**config.mk**
```make
export PLATFORM = sky130hd
export DESIGN_NAME = wb_stage
export DESIGN_NICKNAME = d
export VERILOG_FILES = /design/src/rtl/wb_pkg.sv /design/src/rtl/wb_fwd_mux.sv /design/src/rtl/wb_stage.sv
export SDC_FILE = /design/constraint.sdc
export NUM_CORES = 1
export LEC_CHECK = 0
export ABC_AREA = 1
export CAP_MARGIN = 20
export CORE_MARGIN = 4
export CORE_UTILIZATION = 30
export CTS_BUF_LIST = sky130_fd_sc_hd__clkbuf_4
export CTS_CLUSTER_SIZE = 12
export DETAILED_ROUTE_END_ITERATION = 8
export PLACE_DENSITY_LB_ADDON = 0.15
export SLEW_MARGIN = 10
export SYNTH_ARGS = -nofsm -noshare
export SYNTH_HDL_FRONTEND = slang
export SYNTH_HIERARCHICAL = 1
export SYNTH_SLANG_ARGS = --single-unit
```
**constraint.sdc**
```tcl
create_clock -name Clk -period 1.95 [get_ports Clk]
set_input_delay 0.2925 -clock Clk [delete_from_list [all_inputs] [get_ports Clk]]
set_output_delay 0.2925 -clock Clk [all_outputs]
set_load 0.02 [all_outputs]
```
**src/rtl/wb_pkg.sv**
```systemverilog
// Shared definitions for the writeback stage.
//   W, D      : data and register-address widths
//   ACC_ADDR  : accumulator address, the forced target of immediate writes
//   wb_slot_t : contents of the capture register S1
//   wb_state_t: writeback FSM states
package wb_pkg;

  localparam int W = 8;
  localparam int D = 4;

  localparam logic [D-1:0] ACC_ADDR = '0;

  typedef struct packed {
    logic         valid;
    logic         we;
    logic         imm;
    logic [W-1:0] immval;
    logic [D-1:0] waddr;
    logic [W-1:0] aluresult;
    logic         isload;
  } wb_slot_t;

  typedef enum logic {
    IDLE  = 1'b0,
    WRITE = 1'b1
  } wb_state_t;

  // Immediate writes always land in the accumulator, whatever waddr says.
  function automatic logic [D-1:0] eff_addr(input logic imm, input logic [D-1:0] waddr);
    return imm ? ACC_ADDR : waddr;
  endfunction

endpackage

```
**src/rtl/wb_fwd_mux.sv**
```systemverilog
// Operand bypass for one decode read port.
//   wr_en_i    : a register write is in flight this cycle
//   wr_addr_i  : effective write address
//   wr_data_i  : effective write data
//   raddr_i    : decode read address
//   reg_data_i : register file read data
//   fwd_data_o : wr_data_i on an address match, else reg_data_i
module wb_fwd_mux
  import wb_pkg::*;
#(
  parameter int FW = W,
  parameter int FD = D
) (
  input  logic          wr_en_i,
  input  logic [FD-1:0] wr_addr_i,
  input  logic [FW-1:0] wr_data_i,
  input  logic [FD-1:0] raddr_i,
  input  logic [FW-1:0] reg_data_i,
  output logic [FW-1:0] fwd_data_o
);

  // The accumulator is an ordinary register here, so address 0 forwards too.
  assign fwd_data_o = (wr_en_i && (wr_addr_i == raddr_i)) ? wr_data_i : reg_data_i;

endmodule

```
**src/rtl/wb_stage.sv**
```systemverilog
// Writeback stage: registers each retiring instruction (S1), drives the
// register file write port, bypasses the in-flight write to decode reads and
// flags load-use hazards.
//   Clk, Reset                 : clock, async active-low reset
//   ExValid..ExIsLoad, Flush   : retiring instruction from execute
//   MemRdata                   : data-memory read data, valid the cycle after capture
//   DecValid, RaddrA/B         : decode operand reads
//   RegDataA/B                 : register file read data
//   WriteEn..DataIn            : register file write port
//   FwdDataA/B                 : bypassed operands
//   Stall                      : one-cycle load-use stall (combinational)
//   RetireCount                : wrapping count of register writes
module wb_stage
  import wb_pkg::*;
(
  input  logic         Clk,
  input  logic         Reset,
  input  logic         ExValid,
  input  logic         ExWriteEn,
  input  logic         ExImmediate,
  input  logic [W-1:0] ExImmValue,
  input  logic [D-1:0] ExWaddr,
  input  logic [W-1:0] ExAluResult,
  input  logic         ExIsLoad,
  input  logic [W-1:0] MemRdata,
  input  logic         Flush,
  input  logic         DecValid,
  input  logic [D-1:0] RaddrA,
  input  logic [D-1:0] RaddrB,
  input  logic [W-1:0] RegDataA,
  input  logic [W-1:0] RegDataB,
  output logic         WriteEn,
  output logic         Immediate,
  output logic [W-1:0] ImmediateValue,
  output logic [D-1:0] Waddr,
  output logic [W-1:0] DataIn,
  output logic [W-1:0] FwdDataA,
  output logic [W-1:0] FwdDataB,
  output logic         Stall,
  output logic [15:0]  RetireCount
);

  wb_slot_t    s1_q, s1_d;
  wb_state_t   state_q;
  logic [15:0] retire_q, retire_d;
  logic        capture;
  logic [D-1:0] ex_ea, wb_ea;
  logic [W-1:0] wb_ed;

  // Flush beats ExValid: a flushed instruction enters S1 as a bubble.
  assign capture = ExValid & ~Flush;

  // NOTE: every variable assigned in always_comb gets a value on every path,
  // otherwise synthesis infers a latch.
  always_comb begin
    s1_d           = '0;
    s1_d.valid     = capture;
    s1_d.we        = ExWriteEn;
    s1_d.imm       = ExImmediate;
    s1_d.immval    = ExImmValue;
    s1_d.waddr     = ExWaddr;
    s1_d.aluresult = ExAluResult;
    s1_d.isload    = ExIsLoad;
  end

  // The FSM state and S1.valid always move together; both qualify the write.
  assign WriteEn        = s1_q.valid & (state_q == WRITE) & s1_q.we;
  assign Immediate      = s1_q.imm;
  assign ImmediateValue = s1_q.immval;
  assign Waddr          = s1_q.waddr;
  // Load data arrives the cycle after capture and is muxed in directly.
  assign DataIn         = s1_q.isload ? MemRdata : s1_q.aluresult;

  assign wb_ea = eff_addr(s1_q.imm, s1_q.waddr);
  assign wb_ed = s1_q.imm ? s1_q.immval : DataIn;

  wb_fwd_mux u_fwd_a (
    .wr_en_i    (WriteEn),
    .wr_addr_i  (wb_ea),
    .wr_data_i  (wb_ed),
    .raddr_i    (RaddrA),
    .reg_data_i (RegDataA),
    .fwd_data_o (FwdDataA)
  );

  wb_fwd_mux u_fwd_b (
    .wr_en_i    (WriteEn),
    .wr_addr_i  (wb_ea),
    .wr_data_i  (wb_ed),
    .raddr_i    (RaddrB),
    .reg_data_i (RegDataB),
    .fwd_data_o (FwdDataB)
  );

  // A load's data is not available until after capture, so a decode read of
  // its target must wait one cycle. Upstream inserts the bubble.
  assign ex_ea = eff_addr(ExImmediate, ExWaddr);
  assign Stall = DecValid & ExValid & ExIsLoad & ExWriteEn & ~Flush &
                 ((ex_ea == RaddrA) | (ex_ea == RaddrB));

  assign retire_d    = WriteEn ? retire_q + 16'd1 : retire_q;
  assign RetireCount = retire_q;

  // NOTE: sequential state uses non-blocking assignments so every register
  // samples its inputs from before the clock edge.
  // NOTE: all state is cleared by reset; a write pending in S1 is dropped.
  always_ff @(posedge Clk or negedge Reset) begin
    if (!Reset) begin
      s1_q     <= '0;
      retire_q <= '0;
    end else begin
      s1_q     <= s1_d;
      retire_q <= retire_d;
    end
  end

  always_ff @(posedge Clk or negedge Reset) begin
    if (!Reset) begin
      state_q <= IDLE;
    end else begin
      case (state_q)
        IDLE:    if (capture)  state_q <= WRITE;
        WRITE:   if (!capture) state_q <= IDLE;
        default: state_q <= IDLE;
      endcase
    end
  end

endmodule

```
==> flow_summary.ini <==
[run_status]
run_status = finished with violations
violations_in_the_final_reports = setup timing

[critical_path]
critical_path_fanouts_max = 8
reg2regPathDepth = 7
worst_setup_path_end_kind = primary output
timing.setup.critical_path_class = reg2out
worstReg2RegEnd = RetireCount[6]$_DFFE_PN0P_
r2r_setup_slack_ns = 0.66
reg2reg_from = RetireCount[0]$_DFFE_PN0P_
cp-start-kind = register
worst-endpoint-required_ns = 1.66
critical_path_arrival_ns = 1.84

[clock_network]
h_tree_depth = 2
clk_transition_reported_paths_ns = 0.12
tritoncts = done
cts-root-buf = clkbuf_4
tritoncts_num_sinks = 40
cts_buffer_depth = 2
worstSkewPairLatency_ns = 0.33
numCtsBuffers = 5

[placed_design]
buffers_added_on_ports = 114
dpl.hpwl_um = 5457
dpl_cell_area_mm2 = 0.003692
globalplace.congestion = 0.8675

[route]
post_drt_wl_per_cell_um = 13.29
met3_length_um = 536
totalWireLength_um = 7174
drtIter0Drc = 51
route.met2.wl_um = 3419
drc_violation_count_after_routing = 0
met1Wirelength_um = 3095
antenna_left = 0
route.vias.total = 2390
vias_per_cell = 4.426
top_layer = met4
drt_pass1_iterations = 4

[die]
die_width_um = 97.39
rows = 32
num_io_pins = 115
floorplan.die_area_mm2 = 0.009485
die_height_um = 97.39
core-area_mm2 = 0.007767
initial_core_util = 0.3086

[timing]
grt_setup_unrepaired = true
finalCritPeriodShare = 1.093
final-max-slew-violation-count = 0
relSlewSlack = 0.5754
clock.fmax_mhz = 469.3
finalWorstSetupSlack_ns = -0.1808
timing.final.crit_period_ns = 2.131
finalSetupViolCount = 16
clock-skew-final_ns = 0.001954
timing.setup.tns_ns = -2.426
finalHoldViolations = 0
max_slew.worst_pin.slew_ns = 0.6368

[job]
max_cap_violations = 0

[worst_hold_path]
holdPathEnd = Immediate$_DFF_PN0_
min-delay-start = ExImmediate
hold_class = in2reg
timing.hold.worst_path_depth = 1

[power_and_ir_drop]
leakage_nw = 1.953
vdd.ir_drop.worst_mv = 0.4347
power_density_mw_per_mm2 = 535.9

[synthesis]
synth.top_cells.by_count = 106 x nand2_1, 40 x dfrtp_1, 27 x inv_1
yosysWarningCount = 6
synth_area_mm2 = 0.002397
postSynthCellCount = 291
synthDominantAreaCellType = dfrtp_1
postSynthRegisterBits = 40
yosysSeqAreaShare = 0.4175
synth.distinct_cells = 24
synth.net_count = 352
synth-async-reset-ratio = 1.000
most_common_flop_cell_mapped_by_yosys = dfrtp_1
synth.area.top_cells = dfrtp_1 42%, nand2_1 17%, nand4_1 5.2%, inv_1 4.2%, buf_4 4.1%
netlist.area_leader.share = 0.4175
synth-edff-count = 0
synthMostInstantiatedCell = nand2_1
avgSynthCellArea_um2 = 8.238

[cells_and_area]
fill_cells = 745
layout-drive-gt1-share = 0.3151
final-seq-area_mm2 = 0.001003
antenna-diode-count = 0
multi_input_area_mm2 = 0.001294
stdcell_area_mm2 = 0.004041
finalNetCount = 499
flow.area_growth_from_synthesis_pct = 68.58

[global_route]
grt_antenna_before_repair = 0
number_of_global_route_vias_before_repair = 2452
grt_pass1_wl_um = 12010
grt_start_max_net_pins = 28
grt.total_usage = 0.1535
grt-ovfl-total = 0
-- power breakdown --
group	leakage [nW]	total, mW	switching [mW]	internal, mW
clock	0.0315	0.412	0.265	0.147
combinational	1.43	0.786	0.382	0.404
sequential	0.496	0.967	0.0720	0.895
total	1.95	2.17	0.719	1.45
-- critical path: stages (launching register included) --
cell	delay [ns]
dfrtp_2	0.52
nor2_4	0.15
inv_2	0.06
nand2_2	0.07
nand2_4	0.06
nor2_4	0.16
nand3_4	0.16
nand2_1	0.11
nand2_1	0.07
buf_6	0.13
-- final cells by class --
| class | count | share of cell area |
|---|---|---|
| Clock inverter | 1 | 0.001238 |
| Multi-Input combinational cell | 207 | 0.3201 |
| Sequential cell | 40 | 0.2483 |
| Tap cell | 102 | 0.03158 |
| Inverter | 31 | 0.03034 |
| Timing Repair inverter | 1 | 0.001858 |
| Clock buffer | 6 | 0.01115 |
| Timing Repair Buffer | 152 | 0.3554 |
-- stage by stage --
step           power [mW]  instances  hold WS, ns  utilization  setup slack [ns]
4_1_cts             2.191        538       0.3580       0.5119           -0.1776
3_5_place_dp        1.705        510       0.3546       0.4754           -0.3854
2_1_floorplan       1.320        291    -0.003091            -           0.08506
3_3_place_gp        1.706        510       0.3572       0.4754           -0.3819
6_report            2.166        540       0.2124       0.5203           -0.1808
5_1_grt             2.313        540       0.1901       0.5203           -0.3109
-- what timing repair did --
item / 4_1_cts / 5_1_grt
endpoints found under the setup margin: 27 / 18
gates cloned: 2 / 1
pin swaps: 27 / 13
resized for setup: 144 / 21
buffers inserted: 18 / 1
hold buffers: 1 / 0
endpoints found under the hold margin: 25 / 0
-- layout by cell type, fill, tap and decap left out --
cell             instances
clkdlybuf4s15_1          1
nor2_4                   9
xnor2_1                  6
dlygate4sd3_1            1
clkdlybuf4s50_1         83
ha_1                     1
nand2_2                 28
inv_1                   24
buf_6                   20
dfrtp_2                  2
inv_4                    1
nand2_4                  5
dfrtp_1                 38
clkinvlp_4               2
dlymetal6s2s_1           2
clkinv_2                 1
a21oi_1                  1
buf_4                   35
clkbuf_4                 6
xnor2_4                  2
buf_2                    4
nand2_1                 84
xor2_1                   7
nor2_8                   2
nand3_4                  2
mux2_2                   8
dlygate4sd2_1            6
nor3_1                   2
nor2_1                  11
nand3b_1                 6
nand4_1                 20
nor2_2                   6
nand3_1                  7
inv_2                    5
-- state kept, by name, indices dropped and copies added, names as in the netlist --
register        flops
RetireCount        16
s1_q               11
ImmediateValue      8
Waddr               4
Immediate           1
-- logic make-up after synthesis --
logic type / share of synthesized area
AND/OR/NAND/NOR: 0.3742
multiplexers: 0.03758
adder cells (fa/ha/maj): 0.005218
buffers and inverters: 0.09290
XOR/XNOR: 0.07046
AO/OA/AOI/OAI: 0.002086
flip-flops: 0.4175
-- per-layer routing --
| layer | GRT usage | up-vias |
|---|---|---|
| li1 | - | 1203 |
| met1 | 0.2005 | 1095 |
| met2 | 0.2509 | 82 |
| met3 | 0.04092 | 10 |
| met4 | 0.04153 | 0 |
| met5 | 0 | - |
-- worst max path at each step --
stage	slack [ns]	end	cells after the start	startpoint
floorplan	0.09	FwdDataA[0]	9	Immediate$_DFF_PN0_
global placement	-0.38	FwdDataB[2]	8	RaddrB[2]
detailed placement	-0.39	FwdDataB[2]	5	RaddrB[1]
CTS	-0.18	FwdDataA[2]	9	Immediate$_DFF_PN0_
global route	-0.31	FwdDataA[2]	9	Immediate$_DFF_PN0_
finish	-0.18	FwdDataB[2]	9	Immediate$_DFF_PN0_
Note: power is estimated with default switching activity, not from simulation.
